File: config.mk
export PLATFORM = sky130hd
export DESIGN_NAME = u_mask_iter
export DESIGN_NICKNAME = d
export VERILOG_FILES = /design/src/rtl/u_mask_iter.sv
export SDC_FILE = /design/constraint.sdc
export NUM_CORES = 1
export LEC_CHECK = 0
export BUFFER_PORTS_ARGS = -buffer_cell sky130_fd_sc_hd__buf_2
export CORE_MARGIN = 10
export CORE_UTILIZATION = 50
export CTS_CLUSTER_DIAMETER = 80
export CTS_CLUSTER_SIZE = 10
export DETAILED_ROUTE_END_ITERATION = 8
export PLACE_DENSITY_LB_ADDON = 0.05
export SLEW_MARGIN = 20
export SYNTH_ARGS = -nofsm -noshare
export SYNTH_HDL_FRONTEND = slang
export SYNTH_SLANG_ARGS = --single-unit
File: constraint.sdc
create_clock -name i_clk -period 2.5 [get_ports i_clk]
set_input_delay 0.375 -clock i_clk [delete_from_list [all_inputs] [get_ports i_clk]]
set_output_delay 0.375 -clock i_clk [all_outputs]
set_load 0.02 [all_outputs]
File: src/rtl/u_mask_iter.sv
// ---------------------------------------------------------------------------
// u_mask_iter
//   Serialises the positions of a bit vector. A W-bit vector is accepted,
//   normalised so that a 1 marks a position to emit (bits equal to
//   MATCH_BIT), and then one beat per marked position is produced, lowest
//   index first (LSB=1) or highest index first (LSB=0). A vector with no
//   marked position still produces one beat flagged as empty.
//
// Parameters
//   W          vector width (>= 2)
//   MATCH_BIT  bit value whose positions are emitted
//   LSB        1: ascending index order, 0: descending index order
//
// Ports
//   i_clk, i_arst_n   clock, asynchronous active-low reset
//   i_in_vld/o_in_rdy input vector handshake, i_in_x is the vector
//   o_out_vld/i_out_rdy output beat handshake
//   o_out_idx         index of the current marked bit
//   o_out_last        final beat of the current vector
//   o_out_empty       vector held no marked bit (index reads 0)
//   o_busy            a vector is held
// ---------------------------------------------------------------------------
module u_mask_iter #(
  parameter int       W         = 16,
  parameter bit       MATCH_BIT = 1'b1,
  parameter bit       LSB       = 1'b1,
  localparam int      IW        = $clog2(W)
) (
  input  logic          i_clk,
  input  logic          i_arst_n,
  input  logic          i_in_vld,
  output logic          o_in_rdy,
  input  logic [W-1:0]  i_in_x,
  output logic          o_out_vld,
  input  logic          i_out_rdy,
  output logic [IW-1:0] o_out_idx,
  output logic          o_out_last,
  output logic          o_out_empty,
  output logic          o_busy
);

  typedef enum logic [1:0] {
    IDLE  = 2'd0,
    SCAN  = 2'd1,
    EMPTY = 2'd2
  } state_t;

  typedef struct packed {
    logic [IW-1:0] idx;
    logic          last;
    logic          empty;
  } beat_t;

  state_t        state, state_nxt;
  logic [W-1:0]  p, p_nxt;
  logic [W-1:0]  norm;
  logic [IW-1:0] enc_idx;
  logic          p_one;
  logic          in_acc;
  logic          out_hs;
  beat_t         beat;

  // Normalise so that a 1 always marks a position still to emit.
  assign norm = MATCH_BIT ? i_in_x : ~i_in_x;

  // Priority encoder over the pending bits. The loop direction makes the
  // last hit win: scanning downward leaves the lowest set bit, upward the
  // highest. p is zero outside SCAN, so the encoder then returns 0.
  always_comb begin
    enc_idx = '0;
    if (LSB) begin
      for (int i = W - 1; i >= 0; i--)
        if (p[i]) enc_idx = IW'(i);
    end else begin
      for (int i = 0; i < W; i++)
        if (p[i]) enc_idx = IW'(i);
    end
  end

  // Exactly one pending bit left: this beat closes the vector.
  assign p_one = (p != '0) && ((p & (p - W'(1))) == '0);

  // Beat fields come straight from registered state so they stay stable
  // while the consumer stalls.
  always_comb begin
    beat       = '0;
    unique case (state)
      SCAN: begin
        beat.idx  = enc_idx;
        beat.last = p_one;
      end
      EMPTY: begin
        beat.last  = 1'b1;
        beat.empty = 1'b1;
      end
      default: ;
    endcase
  end

  assign o_out_vld   = (state != IDLE);
  assign o_out_idx   = beat.idx;
  assign o_out_last  = beat.last;
  assign o_out_empty = beat.empty;
  assign o_busy      = (state != IDLE);

  // Accept is allowed while the final beat is leaving, giving back-to-back
  // vectors with no bubble. This makes i_out_rdy -> o_in_rdy combinational.
  assign o_in_rdy = (state == IDLE) | (o_out_vld & o_out_last & i_out_rdy);
  assign in_acc   = i_in_vld & o_in_rdy;
  assign out_hs   = o_out_vld & i_out_rdy;

  always_comb begin
    state_nxt = state;
    p_nxt     = p;
    unique case (state)
      IDLE: ;
      SCAN: begin
        if (out_hs) begin
          if (p_one) begin
            state_nxt = IDLE;
            p_nxt     = '0;
          end else begin
            p_nxt = p & ~(W'(1) << enc_idx);
          end
        end
      end
      EMPTY: begin
        if (out_hs) state_nxt = IDLE;
      end
      default: begin
        state_nxt = IDLE;
        p_nxt     = '0;
      end
    endcase
    // A new vector overrides whatever the current state decided; in_acc
    // is only possible from IDLE or on the closing handshake.
    if (in_acc) begin
      p_nxt     = norm;
      state_nxt = (norm == '0) ? EMPTY : SCAN;
    end
  end

  always_ff @(posedge i_clk or negedge i_arst_n) begin
    if (!i_arst_n) begin
      state <= IDLE;
      p     <= '0;
    end else begin
      state <= state_nxt;
      p     <= p_nxt;
    end
  end

endmodule

==> flow_summary.yaml, run 1 <==
sta:
  fmax_mhz: 347
  final_hold_viol_count: 0
  setup_ws_ns: -0.380
  drv_slew: 0
  worst-slew-pin-transition_ns: 0.515
  min_period_ns: 2.88
  rsz0062_at_grt: "true"
  setup_viol: 20
  fin_crit_sh_pct: 115
  worst_clock_skew_ns: 0.00361
  max-slew-margin-rel_pct: 65.6
run_status:
  violations: "setup timing"
  outcome: "complete, but fails checks"
synthesis:
  synth-edff-count: 0
  seq_area_frac_synth_pct: 29.1
  async_reset_ff_share_pct: 100
  synth_cell_types: 48
  ys.flop_type: "dfrtp_1"
  yosysWarnings: 0
  syn_inst: 202
  syn_area_um2: 1550
  avgSynthCellArea_um2: 7.66
  syn-num-nets: 225
  synth-seq-cells: 18
critical_path:
  path_class: "flop to output port"
  worst_ep_arrival_time_ns: 2.50
  required_ns: 2.12
  worstSetupStartpointType: "flop"
  cp_max_fo: 5
  end_kind: "output port"
layout:
  fin_nets: 287
  diodes: 0
  nFillCells: 226
  final_cells: 296
  area_growth_pct: 45.4
  drive_gt1_share_pct: 46.0
  utilization_pct: 75.0
floorplanning:
  dieArea_um2: 5720
  fp.dieW_um: 75.6
  die_y_um: 75.6
  num_rows: 20
  core-area_um2: 3000
  initial_core_util_pct: 51.5
  ios: 29
global_route:
  antenna_found_initial: 0
  globalRouteOverflowTotal: 0
  track_usage_pct: 20.7
  grt_max_degree: 19
  grt_pass1_wl_um: 9130
  grt_pass1_vias: 1875
placed_design:
  hpwl_um: 3900
  dpl.cell_count: 278
  portBuffers: 28
  gp_congestion: 0.893
route:
  ant_nets: 0
  drcViolationCount: 0
  routed_wl_um: 5630
  initialDrtViolationCount: 357
  via_per_inst: 6.32
  firstDrtPassIters: 4
  post_drt_wl_per_cell_um: 19.0
  vias: 1871
power:
  p_per_area_nw_per_um2: 1420
  ir_drop_uv: 723
  leakagePower_uw: 0.000995
clocking:
  worstSkewPairLatency_ns: 0.31
  clock_path_buffers: 2
  cts_buffers: 3
  numClockSinks: 18
  cts_tree: "built"
  htreeDepth: 1
  clkTransAtPathRegs_ns: 0.11
  cts_root_buffer: "clkbuf_4"
worst_hold_path:
  hp-class: "input port to flop"
flow_run:
  drv_cap: 0
==> worst paths after layout <==
| kind | startpoint | slack [ns] | cells after the start | endpoint |
|---|---|---|---|---|
| max | p[6] | -0.38 | 9 | o_in_rdy |
| min in group asynchronous | i_arst_n | 0.52 | 2 | p[6] |
| min reg2reg | state[1] | 0.59 | 2 | state[1] |
| max reg2reg | p[6] | -0.18 | 10 | p[5] |
| max in group asynchronous | i_arst_n | 1.65 | 2 | p[12] |
| min | i_in_x[0] | 0.27 | 3 | p[0] |
==> cells in the final DEF, fill, tap and decap left out, types with 4 or more instances in the layout <==
cell	synthesis	layout
buf_2	2	24
a21oi_1	17	15
nand2_2	7	4
buf_4	2	36
nand2_4	0	6
nor2_1	15	13
o21ai_2	7	7
o21ai_0	9	6
inv_1	9	9
dfrtp_2	0	4
o21ai_1	7	10
nor4_1	8	6
dfrtp_1	18	14
nand2_1	34	31
==> metrics by stage <==
step / setup TNS [ns] / total power (uW) / setup WS [ns] / area (um2) / hold slack [ns]
3_5_place_dp: -1.33 / 2480 / -0.193 / 1890 / 0.335
4_1_cts: -2.88 / 3010 / -0.379 / 2190 / 0.000575
3_3_place_gp: -1.33 / 2440 / -0.172 / 1890 / 0.323
5_1_grt: -5.41 / 3390 / -0.481 / 2250 / 0.276
6_report: -3.21 / 3200 / -0.380 / 2250 / 0.271
2_1_floorplan: -0.123 / 1790 / -0.123 / 1550 / 0.0794
==> final cells by class <==
type	instances	area, um2	share of cell area [%]
multi-input combinational	163	1130	50.1
sequential	18	455	20.2
clock buffer	4	36.3	1.61
tap	33	41.3	1.83
inverter	9	33.8	1.50
timing repair buffer	69	557	24.7
==> worst max-delay path: stages (launching register included) <==
cell	delay, ns
dfrtp_1	0.41
or4_4	0.59
a2111oi_4	0.41
a211oi_2	0.09
nor3_2	0.19
a31oi_1	0.13
nor2b_2	0.14
nand2_1	0.07
nand2_2	0.06
buf_6	0.11
==> sequential cells by signal (all words and copies together) (netlist names) <==
name / flops
p: 16
state: 2
==> routing by layer <==
layer / share of wire (%) / track usage, % / wire, um
met1: 41 / 26.5 / 2290
met2: 49 / 34.3 / 2770
met3: 7.2 / 2.21 / 405
met4: 3.1 / 9.07 / 177
met5: 0 / 0 / 0
==> synth_stat cells (all sizes together) (6+ instances only) <==
cell	n	area share, %
a21oi	17	5.5
nor2	15	3.6
dfrtp	18	29
clkbuf	6	1.5
nor4	8	3.2
buf	6	3.1
inv	9	2.2
nor3	6	2.3
nand2	41	11
o21ai	23	9.1
==> power breakdown <==
part	leakage (uW)	switching, uW	total (uW)	internal (uW)
registers	0.000225	145	558	413
clock network	0.0000210	102	191	89.1
logic	0.000748	1350	2450	1090
total	0.000994	1600	3200	1600
==> kinds of logic (layout without fill, tap and decap cells) <==
family,Yosys count,count (layout),share of synthesized area (%)
fa+ha+maj,4,4,3.07
flops,18,18,29.1
simple gates,96,96,32.4
buf+inv,21,82,6.71
compound gates,63,63,28.7
==> repair_timing <==
item                                    in CTS  in global routing
hold buffers                                 0                  1
setup buffers                                8                  2
endpoints found under the setup margin      21                 22
pin swaps                                   15                  9
cloned                                       3                  0
endpoints found under the hold margin        0                  8
gates resized for setup                     37                  7
Power figures use the tool's default switching activity.
==> run 2, diff against run 1 <==
--- a/config.mk
+++ b/config.mk
@@ -12,6 +12,7 @@
 export CTS_CLUSTER_SIZE = 10
 export DETAILED_ROUTE_END_ITERATION = 8
 export PLACE_DENSITY_LB_ADDON = 0.05
+export SKIP_LAST_GASP = 1
 export SLEW_MARGIN = 20
 export SYNTH_ARGS = -nofsm -noshare
 export SYNTH_HDL_FRONTEND = slang
==> constraint.sdc (replaced) <==
create_clock -name i_clk -period 3.15 [get_ports i_clk]
set_input_delay 0.4725 -clock i_clk [delete_from_list [all_inputs] [get_ports i_clk]]
set_output_delay 0.4725 -clock i_clk [all_outputs]
set_load 0.02 [all_outputs]
==> run 2 against run 1 <==
- the run now ends clean
- sequential share of layout area rose by 4.7 points
- worst hold slack got worse by 0.18 ns
- critical path type unchanged
- clock power fell by 38%
- flip-flop and latch count did not move
- utilization fell by 15 points
- cell count fell by 9.8%
- combinational power fell by 43%
==> flow_summary.yaml, run 2 (same netlist as run 1, synthesis figures left out) <==
placed_design:
  place_ws_ns: 0.276
  portBuffers: 28
  dpl.cell_count: 261
  gp_congestion: 0.908
  hpwl_um: 3550
global_route:
  grt_pass1_wl_um: 7660
  top_usage_layer: "met2"
  antenna_found_initial: 0
  grt_use_met1_pct: 21.7
  use_met2_pct: 27.2
  grt_pass1_vias: 1656
  grt_use_met3_pct: 3.52
  grt_max_degree: 24
  track_usage_pct: 17.0
  globalRouteOverflowTotal: 0
layout:
  final_common_cell: "nand2_1"
  largest_register: "p"
  largest_register_ffs: 16
  final_cell_mix: "34 x nand2_1, 28 x buf_2, 17 x a21oi_1, 17 x dfrtp_1, 14 x nor2_1"
  fin_nets: 259
  drive_gt1_share_pct: 32.1
  nFillCells: 279
  utilization_pct: 60.4
  reg.largest.list: "p x16, state x2"
  area_growth_pct: 17.2
  diodes: 0
  final_cells: 267
clocking:
  cts_hold_buf: 0
  worstSkewPairLatency_ns: 0.30
  numClockSinks: 18
  htreeDepth: 1
  clock_path_buffers: 2
  clkTransAtPathRegs_ns: 0.11
  cts_buffers: 3
  cts_root_buffer: "clkbuf_4"
  cts_tree: "built"
worst_hold_path:
  hp-class: "input port to async pin"
critical_path:
  worst_ep_arrival_time_ns: 2.52
  slowest_delay_ns: 0.59
  slowest_stage: "or4_4"
  required_ns: 2.68
  cpLargestDelayFamily: "simple AND/OR/NAND/NOR gates"
  cp_max_fo: 5
  end_kind: "output port"
  crit_buf_inv: 1
  worstSetupStartpointType: "flop"
  crit_top_cell: "nand2_1"
  ff2ff_setup_slack_ns: 0.34
  path_class: "flop to output port"
  path_cells: "or4_4, a2111oi_4, a211oi_2, nor3_2, a31oi_1, nor2b_1, nand2_1, nand2_1, buf_2"
sta:
  fin_crit_sh_pct: 95.2
  max-slew-margin-rel_pct: 63.4
  final_hold_viol_count: 0
  setup_ws_ns: 0.153
  drv_slew: 0
  fmax_mhz: 334
  whs_ns: 0.0906
  worst-slew-pin-transition_ns: 0.547
  setup_viol: 0
  min_period_ns: 3.00
  rsz0062_at_grt: "false"
  worst_clock_skew_ns: 0.00857
  tns_ns: 0
route:
  vias: 1630
  routed_wl_um: 4650
  firstDrtPassIters: 4
  ant_nets: 0
  initialDrtViolationCount: 78
  post_drt_wl_per_cell_um: 17.4
  drcViolationCount: 0
  via_per_inst: 6.10
power:
  pwr-share-comb_pct: 70.5
  ir_drop_uv: 395
  p_per_area_nw_per_um2: 1090
  p_sw_uw: 1070
  power_frac_seq_pct: 23.5
  clkPwrFrac_pct: 6.0
  p_int_uw: 905
  leakagePower_uw: 0.000764
  swShare_pct: 54.2
floorplanning:
  core-area_um2: 3000
  num_rows: 20
  fp.dieW_um: 75.6
  dieArea_um2: 5720
  ios: 29
  initial_core_util_pct: 51.5
  die_y_um: 75.6
flow_run:
  drv_cap: 0
run_status:
  outcome: "completed"
-- run 2: changes by cell type in the layout (fill, tap and decap cells not counted), sizes merged --
cell         before  now
buf              68   41
clkbuf            4    3
dlygate4sd3       1    0
-- run 2: layout make-up --
| class | instances | area, um2 | share of cell area [%] |
|---|---|---|---|
| clock buffer | 3 | 22.5 | 1.24 |
| inverter | 9 | 33.8 | 1.86 |
| timing repair buffer | 41 | 238 | 13.1 |
| sequential | 18 | 452 | 24.9 |
| tap | 33 | 41.3 | 2.28 |
| multi-input combinational | 163 | 1030 | 56.6 |
-- run 2: worst paths after layout --
check                            from        to  cells past startpoint
max                              p[4]  o_in_rdy                      9
min                          i_arst_n      p[5]                      1
max reg2reg                      p[9]      p[8]                      9
min reg2reg                  state[1]  state[1]                      2
max in group asynchronous    i_arst_n      p[9]                      1
min in group i_clk         i_in_x[13]     p[13]                      3
-- run 2: routing by layer --
| layer | part of all wire (%) | routed length, um |
|---|---|---|
| met1 | 43 | 2000 |
| met2 | 47 | 2180 |
| met3 | 9.1 | 424 |
| met4 | 1.1 | 49 |
| met5 | 0 | 0 |
-- run 2: stage by stage --
step           power (uW)  instance area, um2
6_report             1980                1810
3_5_place_dp         1770                1730
4_1_cts              1900                1760
3_3_place_gp         1770                1730
2_1_floorplan        1420                1550
5_1_grt              2150                1810
-- run 2: worst reg2reg max path, cell delays in order (launching register included) --
cell and delay, ns:
dfrtp_2 0.44, or4_4 0.59, and3_4 0.20, a211oi_2 0.24, nor3_2 0.08, buf_4 0.16
a31oi_2 0.45, buf_4 0.27, a21oi_1 0.08, o31ai_1 0.20
-- run 2: power by group through the flow --
| stage | Combinational [uW] | Clock (uW) | Sequential, uW |
|---|---|---|---|
| after floorplan | 1000 | 0 | 414 |
| after global placement | 1320 | 0 | 449 |
| after detailed placement | 1320 | 0 | 453 |
| after CTS | 1330 | 121 | 448 |
| after global routing | 1540 | 129 | 476 |
| final | 1400 | 118 | 464 |
-- run 2: timing repair --
| item | 4_1_cts | 5_1_grt |
|---|---|---|
| pin swaps | 1 | 2 |
| endpoints found under the setup margin | 1 | 2 |
| gates resized for setup | 0 | 6 |
| setup buffers | 1 | 2 |
| cloned | 0 | 0 |
==> run 3, diff against run 2 <==
--- a/config.mk
+++ b/config.mk
@@ -7,7 +7,8 @@
 export LEC_CHECK = 0
 export BUFFER_PORTS_ARGS = -buffer_cell sky130_fd_sc_hd__buf_2
 export CORE_MARGIN = 10
-export CORE_UTILIZATION = 50
+export CORE_UTILIZATION = 36
+export CTS_BUF_LIST = sky130_fd_sc_hd__clkbuf_8
 export CTS_CLUSTER_DIAMETER = 80
 export CTS_CLUSTER_SIZE = 10
 export DETAILED_ROUTE_END_ITERATION = 8
==> run 3 against run 2 <==
- first-iteration DRC count is 46% higher
- non-clock buffer count decreased by 2
- combinational power down 4%
- total power is 3.0% higher
- clock skew down 0.0067 ns
- utilization decreased by 15 points
- cell area rose by 2.2%
- worst setup slack got worse by 0.0018 ns
- sequential share of layout area is 0.47 points lower
==> flow_summary.yaml, run 3 (same netlist as run 1, synthesis figures left out) <==
run_status:
  outcome: "completed"
route:
  wl_met3_um: 251
  vias: 1622
  via_per_inst: 5.73
  post_drt_wl_per_cell_um: 17.2
  dr_wl_met2_um: 2260
  highest_layer: "met4"
  drcViolationCount: 0
  ant_nets: 0
  firstDrtPassIters: 5
  initialDrtViolationCount: 114
  routed_wl_um: 4880
  wl_met1_um: 2320
floorplanning:
  die_y_um: 85.6
  num_rows: 23
  dieArea_um2: 7320
  fp.dieW_um: 85.6
  initial_core_util_pct: 37.9
  core-area_um2: 4090
  ios: 29
critical_path:
  ff2ff_setup_slack_ns: 0.40
  cp_max_fo: 8
  path_class: "flop to output port"
  r2r_start: "p[9]"
  end_kind: "output port"
  required_ns: 2.68
  worst_ep_arrival_time_ns: 2.53
  worstSetupStartpointType: "flop"
  r2r_cells: 9
  timing.rr.end: "p[11]"
clocking:
  worstSkewPairLatency_ns: 0.26
  cts_root_buffer: "clkbuf_8"
  numClockSinks: 18
  clock_path_buffers: 2
  cts_tree: "built"
  clkTransAtPathRegs_ns: 0.08
  cts_buffers: 3
  htreeDepth: 1
global_route:
  track_usage_pct: 13.2
  grt_max_degree: 24
  antenna_found_initial: 0
  globalRouteOverflowTotal: 0
  grt_pass1_wl_um: 8110
  grt_pass1_vias: 1642
sta:
  worst-slew-pin-transition_ns: 0.508
  setup_ws_ns: 0.151
  whs_ns: 0.140
  min_period_ns: 3.00
  fmax_mhz: 333
  setup_viol: 0
  worst_clock_skew_ns: 0.00191
  drv_slew: 0
  fin_crit_sh_pct: 95.2
  tns_ns: 0
  final_hold_viol_count: 0
  max-slew-margin-rel_pct: 66.1
  rsz0062_at_grt: "false"
layout:
  diodes: 0
  reg.largest.list: "p x16, state x2"
  largest_register: "p"
  final_common_cell: "nand2_1"
  drive_gt1_share_pct: 32.2
  final_cell_mix: "34 x nand2_1, 28 x buf_2, 17 x a21oi_1, 16 x dfrtp_1, 14 x nor2_1"
  fin_nets: 257
  largest_register_ffs: 16
  utilization_pct: 45.4
  area_growth_pct: 19.8
placed_design:
  portBuffers: 28
  place_ws_ns: 0.263
  hpwl_um: 3760
  gp_congestion: 0.851
power:
  total_power_uw: 2040
  leakagePower_uw: 0.000768
  p_per_area_nw_per_um2: 1100
  ir_drop_uv: 411
worst_hold_path:
  hp-class: "input port to async pin"
flow_run:
  drv_cap: 0
## run 3: changes by cell type in the layout (fill, tap and decap cells not counted)
cell	delta
dfrtp_1	-1
clkbuf_4	-3
clkbuf_8	+4
buf_4	-2
dfrtp_2	+1
## run 3: routing by layer
| metal | vias up | GRT usage, % |
|---|---|---|
| li1 | 796 | - |
| met2 | 49 | 21.6 |
| met3 | 5 | 2.46 |
| met1 | 772 | 17.1 |
| met4 | 0 | 3.59 |
| met5 | - | 0 |
## run 3: worst max-delay path by stage
stage / to / slack (ns) / from
6_report: o_in_rdy / 0.15 / p[6]
5_1_grt: o_in_rdy / 0.008 / p[4]
4_1_cts: o_in_rdy / 0.005 / p[0]
3_5_place_dp: o_in_rdy / 0.26 / p[0]
3_3_place_gp: o_in_rdy / 0.36 / p[0]
2_1_floorplan: o_in_rdy / 0.24 / p[0]
## run 3: area by class of cell
cell class	instances	area, um2
timing repair buffer	39	223
tap	50	62.6
clock buffer	4	55.1
fill	427	2230
sequential	18	453
multi-input combinational	163	1030
inverter	9	33.8
## run 3: stage by stage
step           std cells  area [um2]
6_report             283        1850
5_1_grt              283        1850
4_1_cts              282        1810
3_5_place_dp         277        1750
3_3_place_gp         277        1750
2_1_floorplan        202        1550
## run 3: power breakdown
part	total (uW)	leakage [uW]	switching (uW)	internal, uW
Sequential	485	0.000228	159	326
Combinational	1350	0.000511	830	523
Clock	200	0.0000288	88.9	111
Total	2040	0.000768	1080	961
## run 3: critical path: stages (launching register included)
cell,delay [ns]
dfrtp_2,0.47
or4_4,0.55
a2111oi_4,0.38
a211oi_2,0.09
nor3_2,0.20
a31oi_1,0.13
nor2b_1,0.16
nand2_1,0.07
nand2_1,0.06
buf_2,0.15
## run 3: what timing repair did
action	4_1_cts	5_1_grt
hold buffers	0	0
setup endpoints to repair	1	2
pin swaps	1	1
buffers inserted	1	1
resized for setup	0	7
